$ cat src/rtl/led_blink_scheduler.sv
// LED bank mode controller: one prescaler sequenced through off / 1 Hz / 4 Hz / chase modes.
// Optional auto-advance between blinking modes is enabled by defining LED_SCHED_AUTO_EN.
module led_blink_scheduler #(
  parameter int SEC_TICKS    = 100000000,
  parameter int NUM_LED      = 16,
  parameter int AUTO_PERIODS = 8
) (
  input  logic               clk,
  input  logic               rst,
  input  logic               btn_next,
  input  logic               btn_pause,
  output logic [NUM_LED-1:0] LED,
  output logic [1:0]         mode,
  output logic               tick,
  output logic               paused
);

  typedef enum logic [1:0] {
    IDLE  = 2'd0,
    SLOW  = 2'd1,
    FAST  = 2'd2,
    CHASE = 2'd3
  } mode_e;

  localparam logic [31:0] TERM_SLOW  = 32'(SEC_TICKS - 1);
  localparam logic [31:0] TERM_FAST  = 32'(SEC_TICKS / 4 - 1);
  localparam logic [31:0] TERM_CHASE = 32'(SEC_TICKS / 8 - 1);

  if ((SEC_TICKS < 8) || (SEC_TICKS % 8 != 0) || (NUM_LED < 2) || (AUTO_PERIODS < 1)) begin : g_bad_param
    $error("led_blink_scheduler: illegal parameter combination");
  end

  mode_e              mode_q, mode_d;
  logic [NUM_LED-1:0] led_q, led_d;
  logic [31:0]        cnt_q, cnt_d;
  logic               tick_q, tick_d;
  logic               paused_q, paused_d;
  logic [31:0]        term;
  logic               adv;
  logic               auto_adv;
  logic               step_evt;

  function automatic mode_e next_mode_btn(input mode_e m);
    case (m)
      IDLE:    return SLOW;
      SLOW:    return FAST;
      FAST:    return CHASE;
      default: return IDLE;
    endcase
  endfunction

  // Auto-advance cycles only through the blinking modes, never into or out of IDLE.
  function automatic mode_e next_mode_auto(input mode_e m);
    case (m)
      SLOW:    return FAST;
      FAST:    return CHASE;
      CHASE:   return SLOW;
      default: return IDLE;
    endcase
  endfunction

  function automatic logic [NUM_LED-1:0] entry_led(input mode_e m);
    return (m == CHASE) ? NUM_LED'(1) : '0;
  endfunction

  function automatic logic [NUM_LED-1:0] step_led(input mode_e m, input logic [NUM_LED-1:0] cur);
    return (m == CHASE) ? {cur[NUM_LED-2:0], cur[NUM_LED-1]} : ~cur;
  endfunction

  always_comb begin
    case (mode_q)
      SLOW:    term = TERM_SLOW;
      FAST:    term = TERM_FAST;
      CHASE:   term = TERM_CHASE;
      default: term = '0;
    endcase
  end

  // A mode change preempts pause toggling and any step landing in the same cycle.
  always_comb begin
    mode_d   = mode_q;
    led_d    = led_q;
    cnt_d    = cnt_q;
    tick_d   = 1'b0;
    paused_d = paused_q;
    step_evt = 1'b0;
    adv      = btn_next | auto_adv;
    if (adv) begin
      mode_d   = btn_next ? next_mode_btn(mode_q) : next_mode_auto(mode_q);
      cnt_d    = '0;
      paused_d = 1'b0;
      led_d    = entry_led(mode_d);
    end else if (mode_q == IDLE) begin
      cnt_d    = '0;
      led_d    = '0;
      paused_d = 1'b0;
    end else begin
      if (btn_pause) paused_d = ~paused_q;
      if (!paused_d) begin
        if (cnt_q == term) begin
          cnt_d    = '0;
          led_d    = step_led(mode_q, led_q);
          tick_d   = 1'b1;
          step_evt = 1'b1;
        end else begin
          cnt_d = cnt_q + 32'd1;
        end
      end
    end
  end

  always_ff @(posedge clk) begin
    if (rst) begin
      mode_q   <= IDLE;
      led_q    <= '0;
      cnt_q    <= '0;
      tick_q   <= 1'b0;
      paused_q <= 1'b0;
    end else begin
      mode_q   <= mode_d;
      led_q    <= led_d;
      cnt_q    <= cnt_d;
      tick_q   <= tick_d;
      paused_q <= paused_d;
    end
  end

`ifdef LED_SCHED_AUTO_EN
  localparam int AUTO_W = $clog2(AUTO_PERIODS + 1);

  logic [AUTO_W-1:0] step_q, step_d;

  assign auto_adv = (mode_q != IDLE) && (step_q == AUTO_W'(AUTO_PERIODS));

  always_comb begin
    step_d = step_q;
    if (adv)           step_d = '0;
    else if (step_evt) step_d = step_q + AUTO_W'(1);
  end

  always_ff @(posedge clk) begin
    if (rst) step_q <= '0;
    else     step_q <= step_d;
  end
`else
  assign auto_adv = 1'b0;
`endif

  assign LED    = led_q;
  assign mode   = mode_q;
  assign tick   = tick_q;
  assign paused = paused_q;

endmodule

$ cat config.mk
export PLATFORM = sky130hd
export DESIGN_NAME = led_blink_scheduler
export DESIGN_NICKNAME = d
export VERILOG_FILES = /design/src/rtl/led_blink_scheduler.sv
export SDC_FILE = /design/constraint.sdc
export NUM_CORES = 1
export LEC_CHECK = 0
export ABC_CLOCK_PERIOD_IN_PS = 6350
export CORE_MARGIN = 2
export CORE_UTILIZATION = 49
export CTS_CLUSTER_DIAMETER = 50
export DETAILED_ROUTE_END_ITERATION = 10
export PLACE_DENSITY = 0.75
export SYNTH_ARGS = -nofsm -noshare
export SYNTH_HDL_FRONTEND = slang
export SYNTH_SLANG_ARGS = --single-unit
$ cat constraint.sdc
create_clock -name clk -period 6.35 [get_ports clk]
set_input_delay 0.9525 -clock clk [delete_from_list [all_inputs] [get_ports clk]]
set_output_delay 0.9525 -clock clk [all_outputs]
set_load 0.02 [all_outputs]
Word level (Yosys, flattened, before mapping)
Cells that the tools add are included.
W data, S select, Z words.
{"block": "op_classes", "shifts": 0, "n_addsub": 1, "multipliers": 0, "n_eq_ne": 6, "div": 0, "mux": 14, "n_lt_le_gt_ge": 0, "bitwise": 2, "reduce_logical": 5}
{"cell": "$pmux W27 S3", "count": 1}
{"cell": "$mux W16", "count": 5}
{"cell": "$add A32 B1 Y32 const B", "count": 1}
{"cell": "$eq A32 B32 Y1", "count": 1}
{"cell": "$mux W32", "count": 1}
{"cell": "$not A16 Y16", "count": 1}
{"cell": "$eq A2 B2 Y1 const B", "count": 3}
{"cell": "$pmux W2 S3", "count": 1}
{"cell": "$mux W1", "count": 5}
{"cell": "$reduce_or A4 Y1", "count": 1}
{"cell": "$ne A3 B3 Y1 const B", "count": 1}
{"cell": "$reduce_bool A3 Y1", "count": 1}
{"cell": "$reduce_or A3 Y1", "count": 1}
{"cell": "$eq A2 B1 Y1 const B", "count": 1}
{"cell": "$logic_not A2 Y1", "count": 1}
{"cell": "$mux W2", "count": 1}
{"cell": "$reduce_and A2 Y1", "count": 1}
{"cell": "$not A1 Y1", "count": 1}
{"block": "totals", "latchBits": 0, "mem_bits_rw": 0, "regBits": 52, "output_inout_bits": 20, "word_cells": 33, "romBits": 0, "mem_count": 0, "input_bits": 4}

Depth between registers and ports, before layout
{"block": "depth", "ltp_word": 7, "mapped_depth": 9, "depth_no_buf": 7}

Worst setup path before layout
OpenSTA, ideal clock, no wires.
{"block": "synth_timing", "kind": "reg-to-reg", "start": "register mode_q[1] (netlist: mode[1])", "end": "register led_q[7] (netlist: LED[7])", "period_less_slack_ps": 2739, "path_stages_with_launch": 9, "t_arrival_ps": 2665, "slack_ps": 3611, "setup_time_ps": 74, "n_path_buf": 1, "required_ps": 6276, "path_cell_list": "dfxtp_1 inv_1 ha_1 nand3b_1 or4_4 a211o_1 buf_2 or4_1 a31oi_1"}
{"block": "synth_between", "elab_chain_cells": 6, "word_cells_on_any_way": 14, "cone_classes": "5 x eq/ne; 6 x mux; 3 x reduce/logical"}
{"element": "from (decl)", "line": "33", "source": "mode_e mode_q, mode_d;"}
{"element": "from (signal assigned)", "line": "120", "source": "mode_q <= mode_d;"}
{"element": "parallel branches: the longest is 6 deep, another holds $eq A32 B32 Y1"}
{"element": "to (signal assigned)", "line": "121", "source": "led_q <= led_d;"}
{"element": "to (decl)", "line": "34", "source": "logic [NUM_LED-1:0] led_q, led_d;"}
Several ways; the timed one is not identified. The select of a mux whose other input is x is not followed.
A chain may end at the register's enable or synchronous reset.

Worst setup path after layout
{"block": "layout_timing", "start": "register mode_q[1] (netlist: mode[1])", "end": "register cnt_q[26]"}
{"block": "layout_between", "elab_chain_cells": 4, "word_cells_on_any_way": 8, "cone_classes": "4 x eq/ne; 2 x mux; 2 x reduce/logical"}
{"element": "$eq A2 B2 Y1 / $eq A2 B1 Y1 (equally long branches)", "line": "71", "source": "case (mode_q)"}
{"element": "$pmux W27 S3", "line": "71"}
{"element": "$eq A32 B32 Y1", "line": "100", "source": "if (cnt_q == term) begin"}
{"element": "$mux W32", "line": "100"}
{"element": "to (signal assigned)", "line": "122", "source": "cnt_q <= cnt_d;"}
{"element": "to (decl)", "line": "35", "source": "logic [31:0] cnt_q, cnt_d;"}
Parallel ways exist; a longest one is shown, timed or not.

==> metrics.md <==
| Metric | Value |
|---|---|
| Final core utilization | `57.67%` |
| Status | `finished clean` |
| Skew-Pair Late Insertion Delay | `0.31 ns` |
| Logic gate share of total power | `15.1%` |
| First-pass GRT wire length | `9894 µm` |
| Placed Instances | `393` |
| Number of inserted diodes | `0` |
| CP Max Fanout | `31` |
| Worst r2r src | `mode[1]$_SDFFE_PP0P_` |
| H-tree Lvls | `2` |
| Setup violators final | `0` |
| Actual slew at the worst max-slew pin | `1.057 ns` |
| Power density over the cells | `203.6 nW/µm²` |
| Cell area after synthesis | `2676 µm²` |
| Syn Inst Count | `320` |
| Initial antenna violation count | `0` |
| Top FF cell, synth | `dfxtp_1` |
| Crit. End Element | `flop` |
| Share of post-route cells with drive strength above 1 | `4.242%` |
| Reg2reg path depth | `7` |
| Via count | `2403` |
| Min Hold Slack | `0.5118 ns` |
| HP Start | `cnt_q[27]$_SDFFE_PP0N_` |
| Clock Skew | `0.008683 ns` |
| Post-route ant nets | `0` |
| Reg2reg setup slack | `2.75 ns` |
| Core area | `5205 µm²` |
| Synthesized flop and latch total | `52` |
| DR pass1 iterations | `4` |
| Die area | `6069 µm²` |
| Fmax | `278.0 MHz` |
| YS warnings | `0` |
| Net Sw Frac | `28.72%` |
| Ys async rst share | `0%` |
| Number of max-cap violations | `0` |
| Post-synth EDFFs | `0` |
| Most instantiated cells after synthesis | `dfxtp_1, nor2_1, nand4_1` |
| Synthesized area per cell | `8.363 µm²` |
| P&R area growth vs syn | `12.16%` |
| Syn_nets | `331` |
| Synth area leader | `dfxtp_1` |
| Drt wl/cell | `14.54 µm` |
| Vias in the first global route | `2042` |
| Register area share after synthesis | `38.90%` |
| Cell count of the worst hold path | `2` |
| Required time worst endpoint | `6.50 ns` |
| Worst slew margin | `28.95%` |
| Root Driver | `clkbuf_8` |
| Die Ht | `77.91 µm` |
| Initial DRC count | `151` |
| Synth top area share | `38.90%` |
| Worst r2r dst | `cnt_q[26]$_SDFFE_PP0N_` |
| Met2 GRT Util | `30.43%` |
| Post-DR vias/cell | `6.008` |
| Worst Setup Start Kind | `flop` |
| Min Clock Period, post-route | `3.597 ns` |
| Leak | `0.9174 nW` |
| CTS Buf Count | `5` |
| CTS tree | `yes` |
| Count of different cell masters after synthesis | `40` |
| Placer Congestion | `0.8575` |
| Clk pwr share | `30.2%` |
| Total negative slack | `0 ns` |
| Top cells by area, synth | `dfxtp_1, xor2_1, nand4_1` |
| Hold Crit Class | `reg2reg` |
| Pin count of the biggest net entering global routing | `34` |
| Clock Path Buffers | `2` |
| Starting density of the core | `51.42%` |
| Hold EP | `cnt_q[27]$_SDFFE_PP0N_` |
| Met1 Use GR | `27.91%` |
| Rows | `26` |
| Met3 GRT Util | `4.535%` |
| CTS sink cnt | `52` |
| Design Power | `0.6111 mW` |
| Final worst path period share | `56.64%` |
| Max Slew Vio Count | `0` |
| GR Overflow Total | `0` |
| Port Buf Inserts | `23` |
| P_int | `0.4356 mW` |
| Worst-path clk slew | `0.09 ns` |
| Crit Path Class | `reg2reg` |
| Final layout net count | `341` |
| VDD IR max | `0.0001187 V` |
| Peak-usage layer in the global routing report | `met2` |
| Final hold viol count | `0` |
| Die X | `77.91 µm` |
| Post-route insts no fill | `400` |
| Cts repair resizes | `0` |
| Switching power | `0.1755 mW` |
| Top-level port count | `24` |
| Most frequent cell after synthesis | `dfxtp_1` |
| RSZ-0062 raised after global routing | `no` |
| Sequential Power Share | `54.8%` |
| DRC violations left | `0` |
| Cts hold-fix bufs | `0` |
| Post-CTS setup buffers | `0` |
| Post-DP HPWL | `3933 µm` |
| CP arrival | `3.75 ns` |
| Drt total wl | `5816 µm` |
| Total GRT Usage | `20.11%` |
[flip-flops by register name, indices dropped and copies added (netlist names)]
name,flops
tick,1
cnt_q,32
mode,2
LED,16
paused,1
[layer usage]
layer	part of all wire, %	vias up	routed length (µm)
li1	-	1196	-
met1	50	1153	2897
met2	45	44	2613
met3	3.4	10	196
met4	1.9	0	109
met5	0	-	0
[cell type report]
class / instances / area (µm²)
Clock buffer: 5 / 68.82
Clock inverter: 2 / 12.51
Fill cell: 489 / 2203
Inverter: 4 / 15.01
Multi-Input combinational cell: 242 / 1531
Sequential cell: 52 / 1041
Tap cell: 70 / 87.58
Timing Repair Buffer: 25 / 245.2
[how the worst max path moves through the flow]
stage | from | end | cells after the start
4_1_cts | mode[1]$_SDFFE_PP0P_ | cnt_q[26]$_SDFFE_PP0N_ | 7
2_1_floorplan | mode[1]$_SDFFE_PP0P_ | LED[7]$_SDFFE_PP0P_ | 8
3_5_place_dp | mode[1]$_SDFFE_PP0P_ | cnt_q[2]$_SDFFE_PP0N_ | 7
5_1_grt | mode[1]$_SDFFE_PP0P_ | cnt_q[30]$_SDFFE_PP0N_ | 7
6_report | mode[1]$_SDFFE_PP0P_ | cnt_q[26]$_SDFFE_PP0N_ | 7
3_3_place_gp | mode[1]$_SDFFE_PP0P_ | cnt_q[12]$_SDFFE_PP0N_ | 7
[cells by family (layout without fill, tap and decap cells)]
group	count (synthesis)	in the layout	synth area share, %
simple gates	150	150	30.95
flops	52	52	38.90
fa+ha+maj	7	7	3.272
mux	2	2	0.7480
xor+xnor	32	32	10.47
buf+inv	26	36	3.880
compound gates	51	51	11.78
[power by group through the flow]
stage	Sequential (mW)	Clock [mW]	Combinational (mW)
final	0.335	0.184	0.0921
after global routing	0.336	0.201	0.102
after CTS	0.335	0.188	0.0921
after detailed placement	0.342	0	0.0917
after global placement	0.342	0	0.0898
after floorplan	0.346	0	0.0659
[per-stage QoR]
step	worst slack (ns)	area (µm²)
4_1_cts	2.728	3002
5_1_grt	2.431	3002
2_1_floorplan	3.611	2676
3_3_place_gp	2.883	2920
3_5_place_dp	2.746	2920
6_report	2.753	3002
[critical path: stages (launching register included)]
cell and delay [ns]:
dfxtp_1 0.49, inv_1 0.13, ha_1 0.24, nand3b_1 0.16
or4_4 0.55, a211oi_2 0.87, a21o_1 0.86, nor2_1 0.12
[cell usage in the layout (no fill, tap or decap), types with 7 or more instances in the layout]
cell type / instances
nand3_1: 11
nand2_1: 17
nor2_1: 40
clkdlybuf4s50_1: 23
o21ai_0: 19
dfxtp_1: 52
or4_1: 15
xor2_1: 24
a31oi_1: 15
ha_1: 7
xnor2_1: 8
nand4_1: 32
Note: power is estimated with default switching activity, not from simulation.
